**src/rtl/cpc_ram_bank_ctrl.sv**
```systemverilog
// CPC RAM expansion bank controller: snoops gate-array RAM-config writes and decodes SRAM bank/select.
// Optional readback of the config register via IN from the port is enabled by CPC_RAM_READBACK_EN.
module cpc_ram_bank_ctrl #(
  parameter  int BANK_BITS  = 3,
  parameter  int PORT_XBITS = 0,
  localparam int ADR_W      = 2 + BANK_BITS + PORT_XBITS,
  localparam int CFG_W      = 3 + BANK_BITS + PORT_XBITS
) (
  input  logic             CLK,
  input  logic             RESET,
  input  logic [15:0]      A,
  input  logic [7:0]       D_IN,
  input  logic             IOREQ_B,
  input  logic             MREQ_B,
  input  logic             WR_B,
  input  logic             RD_B,
  input  logic             M1_B,
  output logic [ADR_W-1:0] RAMADR_HI,
  output logic             RAMCS_B,
  output logic             RAMDIS,
  output logic [CFG_W-1:0] CFG,
  output logic [7:0]       DOUT,
  output logic             DOE
);

  localparam logic [1:0] ST_IDLE    = 2'd0;
  localparam logic [1:0] ST_CAPTURE = 2'd1;
  localparam logic [1:0] ST_HOLD    = 2'd2;

  logic             iorq_meta_reg, iorq_s_reg;
  logic             wr_meta_reg, wr_s_reg;
  logic             wstb;
  logic [1:0]       state_reg, state_next;
  logic [CFG_W-1:0] cfg_reg, cfg_next;
  logic [CFG_W-1:0] cfg_new;
  logic             ext;
  logic [1:0]       page;

  // Synchronisers come out of reset reading "strobe active", so a write that
  // straddles reset release keeps the FSM in HOLD until the strobe goes high.
  always_ff @(posedge CLK or posedge RESET) begin
    if (RESET) begin
      iorq_meta_reg <= 1'b0;
      iorq_s_reg    <= 1'b0;
      wr_meta_reg   <= 1'b0;
      wr_s_reg      <= 1'b0;
    end else begin
      iorq_meta_reg <= IOREQ_B;
      iorq_s_reg    <= iorq_meta_reg;
      wr_meta_reg   <= WR_B;
      wr_s_reg      <= wr_meta_reg;
    end
  end

  assign wstb = ~iorq_s_reg & ~wr_s_reg;

  generate
    if (PORT_XBITS > 0) begin : g_xbank
      assign cfg_new = {~A[8+PORT_XBITS-1:8], D_IN[5:0]};
    end else begin : g_no_xbank
      assign cfg_new = D_IN[5:0];
    end
  endgenerate

  always_comb begin
    state_next = state_reg;
    cfg_next   = cfg_reg;
    case (state_reg)
      ST_IDLE: begin
        if (wstb) begin
          if (!A[15] && D_IN[7:6] == 2'b11) state_next = ST_CAPTURE;
          else                              state_next = ST_HOLD;
        end
      end
      ST_CAPTURE: begin
        cfg_next   = cfg_new;
        state_next = ST_HOLD;
      end
      ST_HOLD: begin
        if (!wstb) state_next = ST_IDLE;
      end
      default: state_next = ST_HOLD;
    endcase
  end

  always_ff @(posedge CLK or posedge RESET) begin
    if (RESET) begin
      state_reg <= ST_HOLD;
      cfg_reg   <= '0;
    end else begin
      state_reg <= state_next;
      cfg_reg   <= cfg_next;
    end
  end

  // Address decode: which 16K quarter goes to expansion RAM, and which page of the bank.
  always_comb begin
    ext  = 1'b0;
    page = A[15:14];
    case (cfg_reg[2:0])
      3'd0: ext = 1'b0;
      3'd1, 3'd3: begin
        ext  = (A[15:14] == 2'b11);
        page = 2'b11;
      end
      3'd2: ext = 1'b1;
      default: begin
        ext  = (A[15:14] == 2'b01);
        page = cfg_reg[1:0];
      end
    endcase
  end

  assign RAMADR_HI = ext ? {cfg_reg[CFG_W-1:3], page} : '0;
  assign RAMDIS    = ext;
  assign RAMCS_B   = ~(ext & ~MREQ_B);
  assign CFG       = cfg_reg;

`ifdef CPC_RAM_READBACK_EN
  // Combinational so the data is on the bus in time for the Z80 T3 sample.
  assign DOE  = ~IOREQ_B & ~RD_B & M1_B & ~A[15];
  assign DOUT = DOE ? {2'b11, cfg_reg[5:0]} : 8'h00;
`else
  assign DOE  = 1'b0;
  assign DOUT = 8'h00;
`endif

  logic unused_bits;
  assign unused_bits = ^{A[13:0], RD_B, M1_B};

endmodule

```
**config.mk**
```make
export PLATFORM = sky130hd
export DESIGN_NAME = cpc_ram_bank_ctrl
export DESIGN_NICKNAME = d
export VERILOG_FILES = /design/src/rtl/cpc_ram_bank_ctrl.sv
export SDC_FILE = /design/constraint.sdc
export NUM_CORES = 1
export LEC_CHECK = 0
export ABC_AREA = 1
export CAP_MARGIN = 25
export CORE_ASPECT_RATIO = 1.4
export CORE_MARGIN = 2
export CORE_UTILIZATION = 30
export CTS_BUF_LIST = sky130_fd_sc_hd__clkbuf_16
export CTS_CLUSTER_SIZE = 20
export DETAILED_ROUTE_END_ITERATION = 12
export GPL_ROUTABILITY_DRIVEN = 0
export PLACE_DENSITY = 0.85
export SYNTH_ARGS = -nofsm -noshare
export SYNTH_HDL_FRONTEND = slang
export SYNTH_SLANG_ARGS = --single-unit
export TNS_END_PERCENT = 30
```
**constraint.sdc**
```tcl
create_clock -name CLK -period 1.51 [get_ports CLK]
set_clock_uncertainty 0.2 [all_clocks]
set_input_delay 0.302 -clock CLK [delete_from_list [all_inputs] [get_ports CLK]]
set_output_delay 0.302 -clock CLK [all_outputs]
set_load 0.01 [all_outputs]
```
; Word-level counts from Yosys, hierarchy flattened
; Cells that the tools add are included.
[word_totals]
output_inout_bits = 22
in_bits = 31
regBits = 12
[op_classes]
eq_ne = 10
bitwise = 6
reduce_logical = 7
muxes = 7
[ops]
columns = op, count
row1 = 2-bit one-hot mux with 2 select lines, 2
row2 = "2-bit equality test, second input constant", 3
row3 = "3-bit by 2-bit equality test with 1-bit output, second input constant", 2
row4 = 2-bit 2-to-1 mux, 3
row5 = 5-bit 2-to-1 mux, 1
row6 = "2-bit by 1-bit equality test with 1-bit output, second input constant", 2
row7 = "2-bit inequality test, second input constant", 2
row8 = 1-bit inverter, 4
row9 = 2-bit OR reduction, 2
row10 = "3-bit by 1-bit equality test with 1-bit output, second input constant", 1
row11 = 3-bit logical NOT, 1
row12 = 1-bit one-hot mux with 3 select lines, 1
row13 = 1-bit AND, 2
row14 = 2-bit logical NOT, 1
row15 = 2-bit AND reduction, 1
row16 = 1-bit logical AND, 1
row17 = 1-bit logical NOT, 1

; Logic depth before layout (Yosys ltp)
[depth]
word_depth = 5
depth_mapped = 6
depth_no_buf = 6

; Worst setup path before layout
; OpenSTA, ideal clock, no wires.
[synth_path]
path_kind = register to output
startpoint = register cfg_reg[0] (netlist: CFG[0])
endpoint = output port RAMCS_B
n_path_buf = 0
stages_incl_launch_ff = 6
setup_slack_ps = 60
arrival_ps = 948
cell_sequence = dfrtp_1 -> nor2_2 -> nor2_1 -> nand2_2 -> nand2_1 -> nand2_1
[synth_via]
elab_chain_len = 5
word_cells_on_any_way = 8
classes_between = eq/ne: 3 / mux: 1 / bitwise: 2 / reduce/logical: 2
[synth_lines]
columns = element, line
row1 = "start, declared", 34  ; logic [CFG_W-1:0] cfg_reg, cfg_next;
row2 = "start signal, assigned", 92  ; cfg_reg <= cfg_next;
row3 = 3-bit by 1-bit equality test with 1-bit output / 3-bit by 2-bit equality test with 1-bit output (equally long branches), 100  ; case (cfg_reg[2:0])
row4 = 2-bit OR reduction, 100
row5 = 1-bit one-hot mux with 3 select lines (*), 100
row6 = via RAMDIS, 20  ; output logic RAMDIS,
row7 = 1-bit AND (*), 116  ; assign RAMCS_B = ~(ext & ~MREQ_B);
row8 = 1-bit inverter (*), 116
row9 = "end, declared", 19  ; output logic RAMCS_B,
; The timed path passes the listed nets; every way through them passes the cells marked *.

; Final worst setup path
[layout_path]
startpoint = register cfg_reg[2] (netlist: CFG[2])
endpoint = output port RAMADR_HI[1]
[layout_via]
elab_chain_len = 4
word_cells_on_any_way = 9
classes_between = eq/ne: 3 / mux: 3 / reduce/logical: 3
[layout_lines]
columns = element, line
row1 = "3-bit by 1-bit equality test with 1-bit output, or another cell as far along", 100
row2 = 2-bit OR reduction (on tied branches), n/a
row3 = 1-bit one-hot mux with 3 select lines / 2-bit one-hot mux with 2 select lines (equally long branches), 100
row4 = 5-bit 2-to-1 mux (*), 114  ; assign RAMADR_HI = ext ? {cfg_reg[CFG_W-1:3], page} : '0;
row5 = "end, declared", 18  ; output logic [ADR_W-1:0] RAMADR_HI,
; Mark *: on every way between the ends. The rest lies on a longest branch, timed or not.

==> flow_metrics.tcl <==
set metrics [dict create \
    status "finished, violations left" \
    violations "setup timing" \
    r2r-end "CFG[5]" \
    grt_start_max_net_pins 13 \
    reg2reg_depth 4 \
    post-route-period-util_pct 116 \
    nFillCells 195 \
    fin_ws_ns -0.243 \
    multi_input_area_um2 224 \
    worst-path-max-fanout 6 \
    synthesis.area_um2 589 \
    num_antenna_cells 0 \
    grt_use_met1_pct 8.37 \
    ys_ff_latch 12 \
    critical_path_class "reg2out" \
    root_buffer "clkbuf_16" \
    placed_cell_area_um2 923 \
    ctsLongestPathBuffers 2 \
    die_area_um2 2340 \
    numCtsBuffers 3 \
    yosysTopAreaCell "dfrtp_1" \
    placement.io_buffers 27 \
    io_pins 53 \
    start_util_pct 31.0 \
    ir_worst_vdd_mv 0.994 \
    grt_usage_pct 10.6 \
    rrSetupSlack_ns 0.32 \
    synthArstFlopShare_pct 100 \
    largest_reg_flops 6 \
    vias_per_cell 4.20 \
    powerDensity_nw_per_um2 1360 \
    grt_pass1_vias 521 \
    synth_edf_count 0 \
    rsz0062_at_grt "yes" \
    ys_top_cells_by_count "a21oi_1 (11), dfrtp_1 (11), inv_1 (11)" \
    hold_viol_final 0 \
    cts.sinks 12 \
    busiest_layer "met2" \
    first_iter_violations 9 \
    row_count 19 \
    final_antenna_net_count 0 \
    layout-area-overhead-vs-synth_pct 63.9 \
    p_leak_nw 0.514 \
    cts_tree "built" \
    hp-start "wr_meta_reg" \
    cap_violations 0 \
    critPathCaptureType "output pin" \
    slew_violations 0 \
    path_clk_slew_ns 0.04 \
    met2_usage_pct 22.1 \
    setup_viol 7 \
    worstSkewPairLatency_ns 0.23 \
    vias 554 \
    synth.area.top_cells "dfrtp_1 (47%), buf_4 (11%), a21oi_1 (9.3%), inv_1 (7.0%), nand2_1 (6.4%)" \
    start_kind "flip-flop" \
    grt_overflow_total 0 \
    chipWidth_um 41.5 \
    min_period_ns 1.75 \
    cp-startpoint "CFG[2]" \
    hold_class "reg2reg" \
    grt_pass1_wl_um 1930 \
    max_freq_mhz 571 \
    core_um2 1900 \
    synth.distinct_cells 14 \
    ys.flop_type "dfrtp_1" \
    detail_route.first_pass.iterations 4 \
    drt_wl_total_um 1220 \
    path_cells "nand2_2 > inv_1 > nor2_2 > nand2_2 > a21oi_1 > buf_2" \
    wl_per_cell_um 9.24 \
    timing.rr.start "state_reg[1]" \
    cpLargestDelayFamily "flip-flops" \
    fin_nets 143 \
    drive_gt1_share_pct 31.5 \
    crit_slowest_cell "dfrtp_2" \
    yosysSeqAreaShare_pct 51.2 \
    hpwl_um 1030 \
    htreeDepth 1 \
    required_ns 1.01 \
    critical_path.most_common_cell "nand2_2" \
    endpoint "RAMADR_HI[1]" \
    die_h_um 56.4 \
    cp.arrival_ns 1.25 \
    antenna_found_initial 0 \
    synth_area_per_cell_um2 8.30 \
    grt_use_met3_pct 1.93 \
    path_buf_inv 2 \
    stdcell_area_um2 966 \
    cp.depth 6 \
    regArea_um2 303 \
    synthCells 71 \
    cts_setup_buffers 0 \
    ys_warn_count 0 \
    total_power_mw 1.31 \
    synth_top_area_share_pct 46.7 \
    max_stage_delay_ns 0.44 \
    drc 0 \
]
## routing by layer
layer / up-vias / wire, µm
li1: 281 / -
met1: 238 / 413
met2: 31 / 667
met3: 4 / 112
met4: 0 / 27
met5: - / 0
## timing repair
item                                    4_1_cts  5_1_grt
endpoints found under the setup margin       13        8
resized for setup                            39        5
pin swaps                                     3        1
hold buffers                                  0        0
## cell families after synthesis
kind of cell / count (synthesis) / share of synthesized area (%)
flops: 12 / 51.2
buf+inv: 20 / 18.5
other cells: 1 / 0.636
simple gates: 26 / 19.5
compound gates: 12 / 10.2
## cell usage in the layout (no fill, tap or decap)
| master | n |
|---|---|
| buf_2 | 7 |
| clkdlybuf4s50_1 | 12 |
| dfstp_2 | 1 |
| buf_4 | 13 |
| dfrtp_1 | 10 |
| dfrtp_2 | 1 |
| nand2_2 | 5 |
| conb_1 | 9 |
| nand3_1 | 3 |
| nor2_1 | 6 |
| a21oi_1 | 11 |
| nand2_1 | 7 |
| nor2_4 | 1 |
| dlygate4sd2_1 | 4 |
| o21ai_0 | 1 |
| clkbuf_2 | 1 |
| nor2_2 | 2 |
| or2_2 | 1 |
| clkbuf_16 | 3 |
| inv_1 | 12 |
| nor3_1 | 1 |
## stage by stage
step	utilization, %	hold slack (ns)	std cells	setup slack [ns]	TNS (ns)
after CTS	50.5	0.148	132	-0.264	-1.68
after detailed placement	48.6	0.139	128	-0.762	-5.20
after global placement	48.6	0.134	128	-0.712	-4.91
after global routing	50.8	0.162	132	-0.313	-2.10
after floorplan	-	-0.0340	79	0.0601	0
final	50.8	0.145	132	-0.243	-1.60
## how the worst min path moves through the flow
stage,to,slack [ns],depth (start not counted)
detailed placement,wr_s_reg,0.14,0
global placement,iorq_s_reg,0.13,0
global route,wr_s_reg,0.16,0
CTS,wr_s_reg,0.15,0
floorplan,CFG[0],-0.03,1
finish,wr_s_reg,0.14,0
## report_power, final
group          internal (mW)  switching (mW)
Sequential             0.375          0.0414
Combinational          0.228           0.201
Clock                  0.347           0.121
## area by class of cell
type                    instances  share of cell area (%)
clock inverters                 1                   0.389
flip-flops and latches         12                    31.3
repair buffers                 37                    30.3
multi-input cells              47                    23.2
inverters                      11                    4.27
well taps                      21                    2.72
clock buffers                   3                    7.77
No activity file was read; power rests on OpenSTA's default activity.
